### src/rtl/axis_iter_divider.sv
// axis_iter_divider: multi-cycle radix-2 restoring integer divider.
// Dividend and divisor arrive on two independent AXI-Stream slave channels.
// One quotient bit is produced per cycle. {quotient, remainder} is returned
// as a one-cycle strobe with no back-pressure.
// Optional build macro: DIV_ZERO_BYPASS_EN. With it, a zero divisor skips
// the iterations and answers in the cycle after the last operand handshake.
//
// Handshake rules:
//   - An input transfer occurs on a rising clk edge where tvalid and tready
//     are both high.
//   - tready depends only on internal state, never on tvalid, so a source
//     may hold tvalid high across CALC; it is simply ignored there.
//   - The output channel has no tready. m_axis_dout_tvalid is high for
//     exactly one cycle per result, and m_axis_dout_tdata holds its value
//     until the next result.
module axis_iter_divider #(
    parameter int WIDTH  = 32,
    parameter bit SIGNED = 1'b0
) (
    input  logic                 clk,
    input  logic                 reset,
    input  logic [WIDTH-1:0]     s_axis_dividend_tdata,
    input  logic                 s_axis_dividend_tvalid,
    output logic                 s_axis_dividend_tready,
    input  logic [WIDTH-1:0]     s_axis_divisor_tdata,
    input  logic                 s_axis_divisor_tvalid,
    output logic                 s_axis_divisor_tready,
    output logic [2*WIDTH-1:0]   m_axis_dout_tdata,
    output logic                 m_axis_dout_tvalid,
    output logic                 o_dbg_state
);

    localparam int CW = (WIDTH > 1) ? $clog2(WIDTH) : 1;
    localparam logic [CW-1:0] LAST = CW'(WIDTH - 1);

    typedef enum logic {
        ST_IDLE = 1'b0,
        ST_CALC = 1'b1
    } state_t;

    state_t r_state;
    state_t w_state_next;

    // Operand capture registers and their held flags.
    logic               r_have_dvd;
    logic               r_have_dvs;
    logic [WIDTH-1:0]   r_dvd;
    logic [WIDTH-1:0]   r_dvs;

    // Iteration state.
    // r_quo starts as the dividend magnitude. Dividend bits shift out of its
    // MSB while quotient bits shift in at its LSB.
    logic [WIDTH-1:0]   r_rem;
    logic [WIDTH-1:0]   r_quo;
    logic [WIDTH-1:0]   r_den;
    logic               r_q_neg;
    logic               r_r_neg;
    logic [CW-1:0]      r_count;

    logic [2*WIDTH-1:0] r_dout;
    logic               r_dout_valid;

    logic               w_dvd_fire;
    logic               w_dvs_fire;
    logic [WIDTH-1:0]   w_a;
    logic [WIDTH-1:0]   w_b;
    logic               w_a_neg;
    logic               w_b_neg;
    logic [WIDTH-1:0]   w_a_mag;
    logic [WIDTH-1:0]   w_b_mag;
    logic               w_start;
    logic               w_bypass;
    logic               w_last;
    logic [WIDTH:0]     w_shift;
    logic [WIDTH:0]     w_diff;
    logic               w_ge;
    logic [WIDTH-1:0]   w_rem_next;
    logic [WIDTH-1:0]   w_quo_next;
    logic [WIDTH-1:0]   w_q_final;
    logic [WIDTH-1:0]   w_r_final;

    assign s_axis_dividend_tready = (r_state == ST_IDLE) && !r_have_dvd;
    assign s_axis_divisor_tready  = (r_state == ST_IDLE) && !r_have_dvs;
    assign m_axis_dout_tdata      = r_dout;
    assign m_axis_dout_tvalid     = r_dout_valid;
    assign o_dbg_state            = (r_state == ST_CALC);

    assign w_dvd_fire = s_axis_dividend_tvalid && s_axis_dividend_tready;
    assign w_dvs_fire = s_axis_divisor_tvalid && s_axis_divisor_tready;

    // Operands as seen at the start edge: either held or arriving right now.
    assign w_a = r_have_dvd ? r_dvd : s_axis_dividend_tdata;
    assign w_b = r_have_dvs ? r_dvs : s_axis_divisor_tdata;

    assign w_a_neg = SIGNED && w_a[WIDTH-1];
    assign w_b_neg = SIGNED && w_b[WIDTH-1];
    // Magnitudes are unsigned WIDTH-bit values, so the most negative
    // operand maps onto itself (1000...0).
    assign w_a_mag = w_a_neg ? -w_a : w_a;
    assign w_b_mag = w_b_neg ? -w_b : w_b;

    assign w_start = (r_state == ST_IDLE)
                  && (r_have_dvd || w_dvd_fire)
                  && (r_have_dvs || w_dvs_fire);

`ifdef DIV_ZERO_BYPASS_EN
    assign w_bypass = w_start && (w_b_mag == '0);
`else
    assign w_bypass = 1'b0;
`endif

    assign w_last = (r_state == ST_CALC) && (r_count == LAST);

    // One restoring step.
    // The partial remainder stays below the divisor, or below 2^k after k
    // steps when the divisor is zero. So a non-negative difference always
    // fits in WIDTH bits, and the top bit of w_diff is the borrow.
    assign w_shift    = {1'b0, r_rem} << 1 | {{WIDTH{1'b0}}, r_quo[WIDTH-1]};
    assign w_diff     = w_shift - {1'b0, r_den};
    assign w_ge       = !w_diff[WIDTH];
    assign w_rem_next = w_ge ? w_diff[WIDTH-1:0] : w_shift[WIDTH-1:0];
    assign w_quo_next = {r_quo[WIDTH-2:0], w_ge};
    assign w_q_final  = r_q_neg ? -w_quo_next : w_quo_next;
    assign w_r_final  = r_r_neg ? -w_rem_next : w_rem_next;

    // State register.
    always_ff @(posedge clk) begin
        if (reset) begin
            r_state <= ST_IDLE;
        end else begin
            r_state <= w_state_next;
        end
    end

    // Next-state logic: start when both operands are present; finish on the last bit.
    always_comb begin
        w_state_next = r_state;
        case (r_state)
            ST_IDLE: if (w_start && !w_bypass) w_state_next = ST_CALC;
            ST_CALC: if (w_last) w_state_next = ST_IDLE;
            default: w_state_next = ST_IDLE;
        endcase
    end

    // Operand capture, iteration datapath and result register.
    always_ff @(posedge clk) begin
        if (reset) begin
            r_have_dvd   <= 1'b0;
            r_have_dvs   <= 1'b0;
            r_dvd        <= '0;
            r_dvs        <= '0;
            r_rem        <= '0;
            r_quo        <= '0;
            r_den        <= '0;
            r_q_neg      <= 1'b0;
            r_r_neg      <= 1'b0;
            r_count      <= '0;
            r_dout       <= '0;
            r_dout_valid <= 1'b0;
        end else begin
            r_dout_valid <= 1'b0;
            if (r_state == ST_IDLE) begin
                if (w_dvd_fire) begin
                    r_dvd      <= s_axis_dividend_tdata;
                    r_have_dvd <= 1'b1;
                end
                if (w_dvs_fire) begin
                    r_dvs      <= s_axis_divisor_tdata;
                    r_have_dvs <= 1'b1;
                end
                if (w_start) begin
                    r_q_neg <= w_a_neg ^ w_b_neg;
                    r_r_neg <= w_a_neg;
                    r_rem   <= '0;
                    r_quo   <= w_a_mag;
                    r_den   <= w_b_mag;
                    r_count <= '0;
                    if (w_bypass) begin
                        // Same values the iterative path would give:
                        // Q = all ones before the sign is applied, R = dividend.
                        r_dout       <= {(w_a_neg ? {{(WIDTH-1){1'b0}}, 1'b1} : {WIDTH{1'b1}}), w_a};
                        r_dout_valid <= 1'b1;
                        r_have_dvd   <= 1'b0;
                        r_have_dvs   <= 1'b0;
                    end
                end
            end else begin
                r_rem   <= w_rem_next;
                r_quo   <= w_quo_next;
                r_count <= r_count + CW'(1);
                if (w_last) begin
                    r_dout       <= {w_q_final, w_r_final};
                    r_dout_valid <= 1'b1;
                    r_have_dvd   <= 1'b0;
                    r_have_dvs   <= 1'b0;
                end
            end
        end
    end

endmodule

### config.mk
export PLATFORM = sky130hd
export DESIGN_NAME = axis_iter_divider
export DESIGN_NICKNAME = d
export VERILOG_FILES = /design/src/rtl/axis_iter_divider.sv
export SDC_FILE = /design/constraint.sdc
export NUM_CORES = 1
export LEC_CHECK = 0
export CAP_MARGIN = 20
export CORE_ASPECT_RATIO = 0.7
export CORE_MARGIN = 2
export CORE_UTILIZATION = 50
export DETAILED_ROUTE_END_ITERATION = 8
export HOLD_SLACK_MARGIN = 0.06
export MAX_ROUTING_LAYER = met4
export PLACE_DENSITY = 0.83
export SYNTH_ARGS = -nofsm -noshare
export SYNTH_HDL_FRONTEND = slang
export SYNTH_SLANG_ARGS = --single-unit
### constraint.sdc
create_clock -name clk -period 3.7 [get_ports clk]
set_input_delay 1.11 -clock clk [delete_from_list [all_inputs] [get_ports clk]]
set_output_delay 1.11 -clock clk [all_outputs]
set_load 0.05 [all_outputs]
Yosys cells after proc, flatten, opt, wreduce, memory -nomap -nowiden
Cells that the tools add are included.
{ "op_classes": {"add_sub_neg": 2, "bitwise_logic": 2, "reduce_logical": 22, "n_mux": 18, "n_eq_ne": 2} }
{ "ops": {"columns": ["operator", "n"], "rows": [
  ["$mux 32", 7],
  ["$or 33x1->33", 1],
  ["$sub 33x32->33", 1],
  ["$reduce_and 2->1", 6],
  ["$mux 5", 2],
  ["$mux 1", 8],
  ["$logic_and 1x1->1", 7],
  ["$reduce_bool 2->1", 3],
  ["$add 5x1->5 const B", 1],
  ["$eq 5x5->1 const B", 1],
  ["$logic_not 1->1", 3],
  ["$logic_or 1x1->1", 2],
  ["$ne 2x1->1 const B", 1],
  ["$pmux 1 s2", 1],
  ["$reduce_or 2->1", 1],
  ["$not 1->1", 1]
]} }
{ "word_totals": {"regBits": 233, "output_inout_bits": 68, "input_bits": 68, "elab_cells": 57} }

Depth between registers and ports, before layout
Gate-level depths: netlist (run 1).
{ "logic_depth": {"word_depth": 8, "mapped_depth": 14, "mapped_depth_nobuf": 12} }

Worst setup path after synthesis (run 1)
No wires, ideal clock.
{ "synth_timing": {"kind": "reg-to-reg", "startpoint": "reg r_quo[31]", "endpoint": "reg r_dout[2], in the netlist m_axis_dout_tdata[2]", "setup_ps": 122, "path_stages_with_launch": 14, "synth_period_minus_slack_ps": 2930, "n_path_buf": 1, "arrival_ps": 2808, "setup_slack_ps": 770, "t_required_ps": 3578, "path_cell_list": "dfxtp_1 > inv_1 > ha_1 > inv_1 > fa_1 > a211oi_2 > o21ai_1 > nor4b_2 > or4_4 > a21oi_4 > o31ai_1 > buf_6 > and3_1 > a311o_1"} }
{ "synth_between": {"elab_chain_cells": 3} }
{ "synth_rtl": {"columns": ["element", "line_no", "rtl"], "rows": [
  ["from (decl)", "54", "logic [WIDTH-1:0] r_quo;"],
  ["from (signal assigned)", "175", "r_quo <= w_a_mag;"],
  ["from (signal assigned)", "189", "r_quo <= w_quo_next;"],
  ["$or 33x1->33", "118", "assign w_shift = {1'b0, r_rem} << 1 | {{WIDTH{1'b0}}, r_quo[WIDTH-1]};"],
  ["$sub 33x32->33", "119", "assign w_diff = w_shift - {1'b0, r_den};"],
  ["$mux 32", "121", "assign w_rem_next = w_ge ? w_diff[WIDTH-1:0] : w_shift[WIDTH-1:0];"],
  ["to (signal assigned)", "181", "r_dout <= {(w_a_neg ? {{(WIDTH-1){1'b0}}, 1'b1} : {WIDTH{1'b1}}), w_a};"],
  ["to (signal assigned)", "192", "r_dout <= {w_q_final, w_r_final};"],
  ["to (decl)", "60", "logic [2*WIDTH-1:0] r_dout;"]
]} }
Every way passes these cells.
A chain may end at the register's enable or synchronous reset.

Worst setup path in the final report (run 1)
Same ends and word-level chain as after synthesis.

==> results by group, run 1 <==
Synth
  • Largest area contributor in the netlist: dfxtp_1
  • Post-Syn Area: 0.01135 mm^2
  • Sequential-to-total area share from yosys stat: 41.10%
  • Prevailing post-synth register cell: dfxtp_1
  • Cells taking the most area after synthesis: dfxtp_1, nand2_1, mux2i_1
  • Seq cells post-synth: roughly 230
  • Post-synth top area share: 41.10%
  • Mapped Cells: 1406
  • Post-synth top cells: nand2_1, dfxtp_1, a21oi_1
  • Post-synth EDFFs: 0
  • Yosys Warn Count: 0
  • Most common cell in the netlist: nand2_1
  • Mapped Avg Cell Area: 8.072 um^2
  • Synth Net Count: 1509
  • Async set-reset flop share out of synthesis: 0%
  • Post-synthesis cell type count: between 60 and 70

Timing
  • Final worst path period share: 93.28%
  • Final Max Tran Viols: 0
  • Fin crit period: around 3.5 ns
  • # setup viols final: 0
  • Final Hold Violating Endpoints: 0
  • Max Freq: 289.7 MHz
  • RSZ-0062 raised after global routing: no
  • Worst-margin pin slew: 0.9788 ns
  • Final setup TNS: 0 ns
  • Hold Slack: 0.4536 ns
  • Max-slew headroom: around 35%
  • Layout Skew: 0.01464 ns

Setup path
  • R2r worst-path depth: 13
  • Worst stage delay on the critical path: 0.46 ns
  • CP Data Required Time: 4.12 ns
  • Critical path depth in cells: 13
  • Crit path buf inv count: 3
  • Worst setup SP type: flip-flop
  • CP Data Arrival Time: 3.87 ns
  • CP endpoint kind: flip-flop
  • Crit Path Class: reg -> reg
  • Critical Path Fanout Max: 12
  • CP top delay family: compound AO/OA/AOI/OAI gates
  • Most used cell, CP: inv_1
  • Crit path cell chain: inv_1, ha_1, inv_1, fa_1, a211oi_2, o21ai_1, nor4b_2, or4_4, a21oi_4, o31ai_4, buf_4, and3_1, a311o_1
  • CP max stage cell: or4_4

Clock tree
  • Total clock buffers created by CTS: 24
  • Resized cells post-CTS: 0
  • Clk_lat worst skew: 0.55 ns
  • Clk sinks: 233
  • Postcts setup bufs: 0
  • Clk root buf: clkbuf_16
  • CTS tree: yes
  • Reg clk slew, reported paths: 0.06 ns
  • CTS max path bufs: 3
  • H-tree levels: 1
  • # hold bufs at CTS: 0

Finish
  • Layout Nets: 1592
  • # diodes: 0
  • Post-route cell area: between 0.01 and 0.015 mm^2
  • Share of layout cells above drive strength 1: 6.569%
  • Fillcell total: between 1500 and 2000
  • Area growth syn-to-layout: 20.99%
  • Finished Layout Cells: 1795

Route
  • Routed wire length: 31390 um
  • Avg Vias per Cell: between 5 and 6
  • Via total after detailed routing: 10470
  • DRC violations left: 0
  • 1st-pass router iterations: 6
  • DR WL/cell: between 15 and 20 um
  • 1st-iter DRT viols: 1036
  • Post-DRT Antenna Nets: 0

Global routing
  • First-pass GRT wire length: just under 50000 um
  • Vias in the first global route: 9412
  • Gr ovfl total: 0
  • GR Util All Layers: 26.32%
  • Pin count of the biggest net entering global routing: 70
  • Initial antenna violation count: 0

Die
  • Ports: 136
  • Chip height: between 100 and 150 um
  • Num rows: 46
  • Initial core utilization: 50.56%
  • Die area: 0.02394 mm^2
  • Core Region: 0.02245 mm^2
  • Die width: roughly 180 um

Power
  • Max IR drop VDD: 0.3782 mV
  • Pwr Density: 504.1 mW/mm^2
  • Pleak: 5.108 nW

Placed design
  • GPL Wtd Cong: 0.9488
  • Count of input and output buffers: 135
  • HPWL Detailed: around 22000 um
  • Post-DP Area: 0.01287 mm^2
  • Placed Cells incl. Taps: 1751

Run status
  • Status: completed

Min path
  • Hold depth: 2
  • Worst Hold Class: reg -> reg

Flow run
  • Max Cap Viol: 0
==> stage by stage <==
stage	setup slack (ns)	utilization (%)	power, W
after global placement	0.3586	57.33	0.004300
after global routing	0.1034	61.18	0.007199
after detailed placement	0.2856	57.33	0.004328
after floorplan	0.7703	-	0.003917
after CTS	0.2769	61.18	0.006920
final	0.2485	61.18	0.006923
==> logic make-up after synthesis <==
logic type               share of synthesized area, %
AO/OA/AOI/OAI                                   22.09
AND/OR/NAND/NOR                                 17.41
XOR/XNOR                                        1.621
adder cells (fa/ha/maj)                         3.925
multiplexers                                    8.081
buffers and inverters                           5.777
flip-flops                                      41.10
==> area by class of cell <==
cell class / count / area, um^2 / share of cell area, %
Clock buffer: 28 / 645.6 / 4.702
Tap cell: 288 / 360.3 / 2.624
Sequential cell: 233 / 4668 / 34.00
Timing Repair Buffer: 166 / 1607 / 11.70
Multi-Input combinational cell: 1017 / 6057 / 44.11
Inverter: 47 / 176.4 / 1.285
Clock inverter: 16 / 217.7 / 1.585
==> worst reg2reg max path: stages, from the launching register on <==
cell,delay (ns)
dfxtp_1,0.31
inv_1,0.10
ha_1,0.20
inv_1,0.06
fa_1,0.43
a211oi_2,0.25
o21ai_1,0.17
nor4b_2,0.20
or4_4,0.46
a21oi_4,0.26
o31ai_4,0.18
buf_4,0.24
and3_1,0.15
a311o_1,0.31
==> path summary, 6_finish.rpt <==
path / startpoint / end / slack (ns)
min reg2reg: r_dvd[22] / r_dvd[22] / 0.45
max reg2reg: r_quo[31] / m_axis_dout_tdata[2] / 0.25
min: r_dvd[22] / r_dvd[22] / 0.45
max: r_quo[31] / m_axis_dout_tdata[2] / 0.25
==> flip-flops by register name, summed over array words and instances (netlist names), 5 cells and up <==
| name | count |
|---|---|
| r_dvd | 32 |
| m_axis_dout_tdata | 64 |
| r_dvs | 32 |
| r_quo | 32 |
| r_den | 32 |
| r_rem | 32 |
| r_count | 5 |
==> metal layers <==
layer | global-route usage (%) | share of wire, %
met1 | 38.73 | 47
met2 | 37.20 | 42
met3 | 4.773 | 8.8
met4 | 6.118 | 2.4
met5 | - | 0
==> power breakdown <==
group	internal [W]	total, W	switching, W
sequential	0.00265	0.00275	0.0000977
combinational	0.000616	0.00157	0.000955
clock	0.00154	0.00261	0.00106
total	0.00481	0.00692	0.00211
==> cells in the final DEF, fill, tap and decap left out, types with 5 or more instances in the layout <==
cell,instances
a211oi_1,40
a21o_1,10
a21oi_1,155
a221oi_1,31
a31oi_1,8
a32oi_1,10
and3_1,5
buf_4,30
clkbuf_16,24
clkdlybuf4s50_1,134
clkinv_2,7
dfxtp_1,230
ha_1,34
inv_1,47
mux2i_1,89
nand2_1,260
nand2b_1,8
nand3_1,24
nand3b_1,5
nand4_1,7
nor2_1,127
nor2b_1,7
nor3_1,11
o211ai_1,9
o21ai_0,65
o21ai_1,18
xnor2_1,14
xor2_1,7
(Power assumes the default switching activity.)
==> run 2: changes to the inputs <==
PLACE_DENSITY = 0.73   (was 0.83)
SLEW_MARGIN = 20   (was unset)
==> run 2 against run 1 <==
Worst setup slack better by 0.0081 ns. Sequential power about the same. Register-to-register slack barely moved. First-iteration DRC count fell by 4.6%. Clock skew decreased by 0.0028 ns. Sequential cell count stayed put. Clock power decreased by 4%. Total power decreased by 0.53%. Via count fell by 0.74%. Critical endpoint unchanged.
==> results by group, run 2 (synthesis results as in run 1) <==
Finish
  • Post-Route Utilization: between 60% and 70%
  • # diodes: 0
  • Max FFs per register: 64
  • Share of layout cells above drive strength 1: 6.935%
  • Layout Nets: 1599
  • Post-route cell area: 0.01378 mm^2
  • Most common cell after layout, fill and taps aside: nand2_1
  • Area growth syn-to-layout: 21.45%
  • Commonest cells after routing, fill and taps aside: nand2_1, dfxtp_1, a21oi_1, clkdlybuf4s50_1, nor2_1
  • Finished Layout Cells: around 1800
  • Fillcell total: about 2000

Die
  • Die width: 184.1 um
  • Ports: 136
  • Die area: 0.02394 mm^2
  • Num rows: 46
  • Chip height: 130.1 um
  • Initial core utilization: 50.56%
  • Core Region: 0.02245 mm^2

Route
  • 1st-iter DRT viols: ~1000
  • Avg Vias per Cell: 5.768
  • DRC violations left: 0
  • DR WL/cell: 17.61 um
  • Met2 wire len: 12620 um
  • Post-DRT Antenna Nets: 0
  • 1st-pass router iterations: 5
  • Routed wire length: 31740 um
  • WL met1: 16390 um
  • Max Used Layer: met4
  • Via total after detailed routing: 10390
  • Total length of routed met3 wires: approximately 2300 um

Placed design
  • HPWL Detailed: 22570 um
  • Placed Cells incl. Taps: 1755
  • GPL Wtd Cong: between 0.9 and 1
  • Count of input and output buffers: 135
  • Post-DP Area: around 0.013 mm^2

Timing
  • Worst-margin pin slew: 1.140 ns
  • Final Max Tran Viols: 0
  • Fin crit period: 3.443 ns
  • Final setup TNS: 0 ns
  • Max-slew headroom: 23.84%
  • # setup viols final: 0
  • Hold Slack: 0.4527 ns
  • Final worst path period share: 93.06%
  • Layout Skew: around 0.012 ns
  • Max Freq: 290.4 MHz
  • RSZ-0062 raised after global routing: no
  • Final Hold Violating Endpoints: 0

Clock tree
  • CTS tree: yes
  • Resized cells post-CTS: 0
  • Clk root buf: clkbuf_16
  • H-tree levels: 1
  • Reg clk slew, reported paths: 0.06 ns
  • CTS max path bufs: 3
  • Clk_lat worst skew: roughly 0.54 ns
  • Clk sinks: 233
  • Total clock buffers created by CTS: 24

Global routing
  • First-pass GRT wire length: 49520 um
  • GR Util All Layers: 26.67%
  • Initial antenna violation count: 0
  • Vias in the first global route: 9081
  • Pin count of the biggest net entering global routing: 67
  • Gr ovfl total: 0

Min path
  • Worst Hold Class: reg -> reg

Setup path
  • Critical Path Fanout Max: 17
  • Crit Path Class: reg -> reg
  • Worst setup SP type: flip-flop
  • CP Data Arrival Time: ~3.9 ns
  • CP endpoint kind: flip-flop
  • CP Data Required Time: 4.13 ns

Flow run
  • Max Cap Viol: 0

Run status
  • Status: completed

Power
  • Pwr Density: 499.5 mW/mm^2
  • Max IR drop VDD: roughly 0.37 mV
  • Pleak: 5.145 nW
run 2: layout make-up:
cell class | count | area [um^2] | area share [%]
clock inverters | 11 | 133.9 | 0.9712
repair buffers | 173 | 1684 | 12.22
flip-flops and latches | 233 | 4668 | 33.87
clock buffers | 33 | 704.4 | 5.110
multi-input cells | 1017 | 6057 | 43.94
inverters | 47 | 176.4 | 1.280
well taps | 288 | 360.3 | 2.614
run 2: stage by stage:
step	total power, W	setup WS, ns
2_1_floorplan	0.003917	0.7703
3_3_place_gp	0.004365	0.2203
3_5_place_dp	0.004382	0.1174
4_1_cts	0.006887	0.08649
5_1_grt	0.007202	0.1424
6_report	0.006886	0.2566
run 2: repair_timing:
action	4_1_cts	5_1_grt
setup buffers	0	3
setup endpoints to repair	0	32
hold buffers	0	0
run 2: final timing paths:
| check | start | depth (start not counted) | slack [ns] | endpoint |
|---|---|---|---|---|
| setup / recovery | r_quo[31] | 14 | 0.26 | m_axis_dout_tdata[2] |
| hold / removal | r_dvs[13] | 2 | 0.45 | r_dvs[13] |
| setup reg to reg | r_quo[31] | 14 | 0.26 | m_axis_dout_tdata[2] |
| hold reg to reg | r_dvs[13] | 2 | 0.45 | r_dvs[13] |
run 2: report_power, final:
| group | switching (W) | internal [W] |
|---|---|---|
| sequential | 0.0000965 | 0.00265 |
| combinational | 0.000985 | 0.000650 |
| clock | 0.00102 | 0.00148 |
| total | 0.00210 | 0.00478 |
run 2: critical path: stages, from the launching register on:
cell	delay [ns]
dfxtp_1	0.32
inv_1	0.09
ha_1	0.21
inv_1	0.07
fa_1	0.44
a211oi_2	0.25
o21ai_1	0.16
nor4b_2	0.20
or4_4	0.46
a21oi_4	0.26
o31ai_4	0.09
buf_12	0.17
buf_12	0.16
and3_1	0.15
a311o_1	0.31
run 2: per-layer routing:
metal  track usage [%]  vias to the layer above
met5                 -                        -
met4             4.376                        0
met3             4.773                       39
met2             35.78                      335
met1             41.45                     4894
li1                  -                     5126
==> run 3: changes to the inputs <==
CORE_MARGIN = unset   (was 2)
==> run 3 against run 2 <==
Clock power up 9.2%. Fmax down 3.5%. Final area about the same. Worst setup slack worse by 0.12 ns. Critical path depth unchanged. Clock skew up 0.0026 ns. Utilization up 1.4 points. Global-route usage up 0.75 points. Worst hold slack better by 0.00099 ns. Register-to-register slack worse by 0.12 ns. Sequential share of layout area about the same. Sequential power about the same.
==> results by group, run 3 (synthesis results as in run 1) <==
Clock tree
  • # hold bufs at CTS: 0
  • CTS max path bufs: 3
  • Reg clk slew, reported paths: 0.06 ns
  • Clk sinks: 233
  • Total clock buffers created by CTS: 23
  • Clk_lat worst skew: 0.53 ns
  • Clk root buf: clkbuf_16
  • Postcts setup bufs: 0
  • H-tree levels: 1
  • CTS tree: yes
  • Resized cells post-CTS: 0

Timing
  • Final Max Tran Viols: 0
  • RSZ-0062 raised after global routing: no
  • Final setup TNS: 0 ns
  • Layout Skew: 0.01439 ns
  • Max-slew headroom: 28.97%
  • Max Freq: 280.3 MHz
  • Worst-margin pin slew: 1.064 ns
  • Final worst path period share: a little over nine tenths
  • Fin crit period: 3.568 ns
  • Post-route worst setup slack: 0.1324 ns
  • # setup viols final: 0
  • Final Hold Violating Endpoints: 0

Placed design
  • Count of input and output buffers: 135
  • HPWL Detailed: 22120 um
  • Placed Cells incl. Taps: 1748
  • GPL Wtd Cong: 0.9805
  • Setup slack after placement: 0.1723 ns

Finish
  • Post-Route Utilization: a little over three fifths
  • Area growth syn-to-layout: 21.53%
  • Max FFs per register: 64
  • Share of layout cells above drive strength 1: under 10%
  • # diodes: 0
  • Layout Nets: 1594
  • Commonest cells after routing, fill and taps aside: nand2_1, dfxtp_1, a21oi_1, clkdlybuf4s50_1, nor2_1
  • Most common cell after layout, fill and taps aside: nand2_1
  • Finished Layout Cells: 1790

Power
  • Pleak: 5.144 nW
  • Pwr Density: 515.8 mW/mm^2
  • Max IR drop VDD: 0.3355 mV

Min path
  • Worst Hold Class: reg -> reg

Setup path
  • CP Launch Point: r_quo[31]
  • R2R Path End: m_axis_dout_tdata[2]
  • R2R Setup Slk: approximately 0.13 ns
  • CP Capture Point: m_axis_dout_tdata[2]
  • Crit Path Class: reg -> reg
  • Worst R2R Start: r_quo[31]
  • R2r worst-path depth: 14
  • CP Data Required Time: 4.12 ns
  • CP endpoint kind: flip-flop
  • Critical Path Fanout Max: 15
  • Worst setup SP type: flip-flop
  • CP Data Arrival Time: 3.98 ns

Global routing
  • Gr ovfl total: 0
  • First-pass GRT wire length: 49980 um
  • Initial antenna violation count: 0
  • Vias in the first global route: a little over 9000
  • Pin count of the biggest net entering global routing: 78
  • GR Util All Layers: 27.41%

Die
  • Die width: 182.1 um
  • Num rows: 45
  • Ports: 136
  • Chip height: 128.1 um
  • Core Region: 0.02196 mm^2
  • Initial core utilization: 51.69%
  • Die area: 0.02332 mm^2

Route
  • Post-DRT Antenna Nets: 0
  • DRC violations left: 0
  • Avg Vias per Cell: 5.820
  • Routed wire length: between 30000 and 40000 um
  • Via total after detailed routing: approximately 10000
  • 1st-pass router iterations: 5
  • DR WL/cell: 17.61 um
  • 1st-iter DRT viols: 912

Flow run
  • Max Cap Viol: 0

Run status
  • Status: completed
==> run 3: cell type report <==
class,count,area [um^2]
Fill cell,1905,8165
Clock inverter,10,217.7
Clock buffer,32,679.4
Tap cell,282,352.8
Timing Repair Buffer,169,1642
Sequential cell,233,4668
Multi-Input combinational cell,1017,6057
Inverter,47,176.4
==> run 3: metal layers <==
| metal | vias to the layer above | track usage, % | part of all wire (%) |
|---|---|---|---|
| met5 | - | - | 0 |
| met4 | 0 | 4.795 | 1.4 |
| met3 | 31 | 6.335 | 9.5 |
| met2 | 430 | 35.45 | 39 |
| met1 | 4846 | 42.43 | 50 |
| li1 | 5111 | - | - |
==> run 3: how the worst min path moves through the flow <==
| stage | from | cells past startpoint | slack [ns] | endpoint |
|---|---|---|---|---|
| finish | m_axis_dout_tdata[36] | 2 | 0.45 | m_axis_dout_tdata[36] |
| floorplan | r_dvd[0] | 2 | 0.44 | r_dvd[0] |
| CTS | m_axis_dout_tdata[43] | 2 | 0.45 | m_axis_dout_tdata[43] |
| global route | r_dvs[2] | 2 | 0.47 | r_dvs[2] |
| global placement | r_dvd[4] | 2 | 0.44 | r_dvd[4] |
| detailed placement | m_axis_dout_tdata[43] | 2 | 0.45 | m_axis_dout_tdata[43] |
==> run 3: worst max-delay path, stage by stage, from the launching register on <==
cell and delay [ns]:
dfxtp_1 0.31, inv_1 0.09, ha_1 0.17, inv_1 0.05
fa_1 0.42, a211oi_2 0.30, o21ai_1 0.20, nor4b_2 0.21
or4_4 0.46, a21oi_4 0.26, o31ai_4 0.10, buf_4 0.19
buf_4 0.22, and3_1 0.17, a311o_1 0.30
==> run 3: where the power goes <==
part           leakage, nW  internal, W  switching [W]
Combinational         2.81     0.000633       0.000991
Sequential            1.90      0.00265      0.0000985
Clock                0.439      0.00171        0.00103
==> run 3: per-stage QoR <==
| step | instance area (um^2) | total power, W | hold slack [ns] |
|---|---|---|---|
| floorplan | 11350 | 0.003917 | 0.4360 |
| detailed placement | 12900 | 0.004380 | 0.4453 |
| CTS | 13790 | 0.007111 | 0.4542 |
| global placement | 12900 | 0.004366 | 0.4404 |
| global route | 13790 | 0.007409 | 0.4672 |
| finish | 13790 | 0.007114 | 0.4537 |
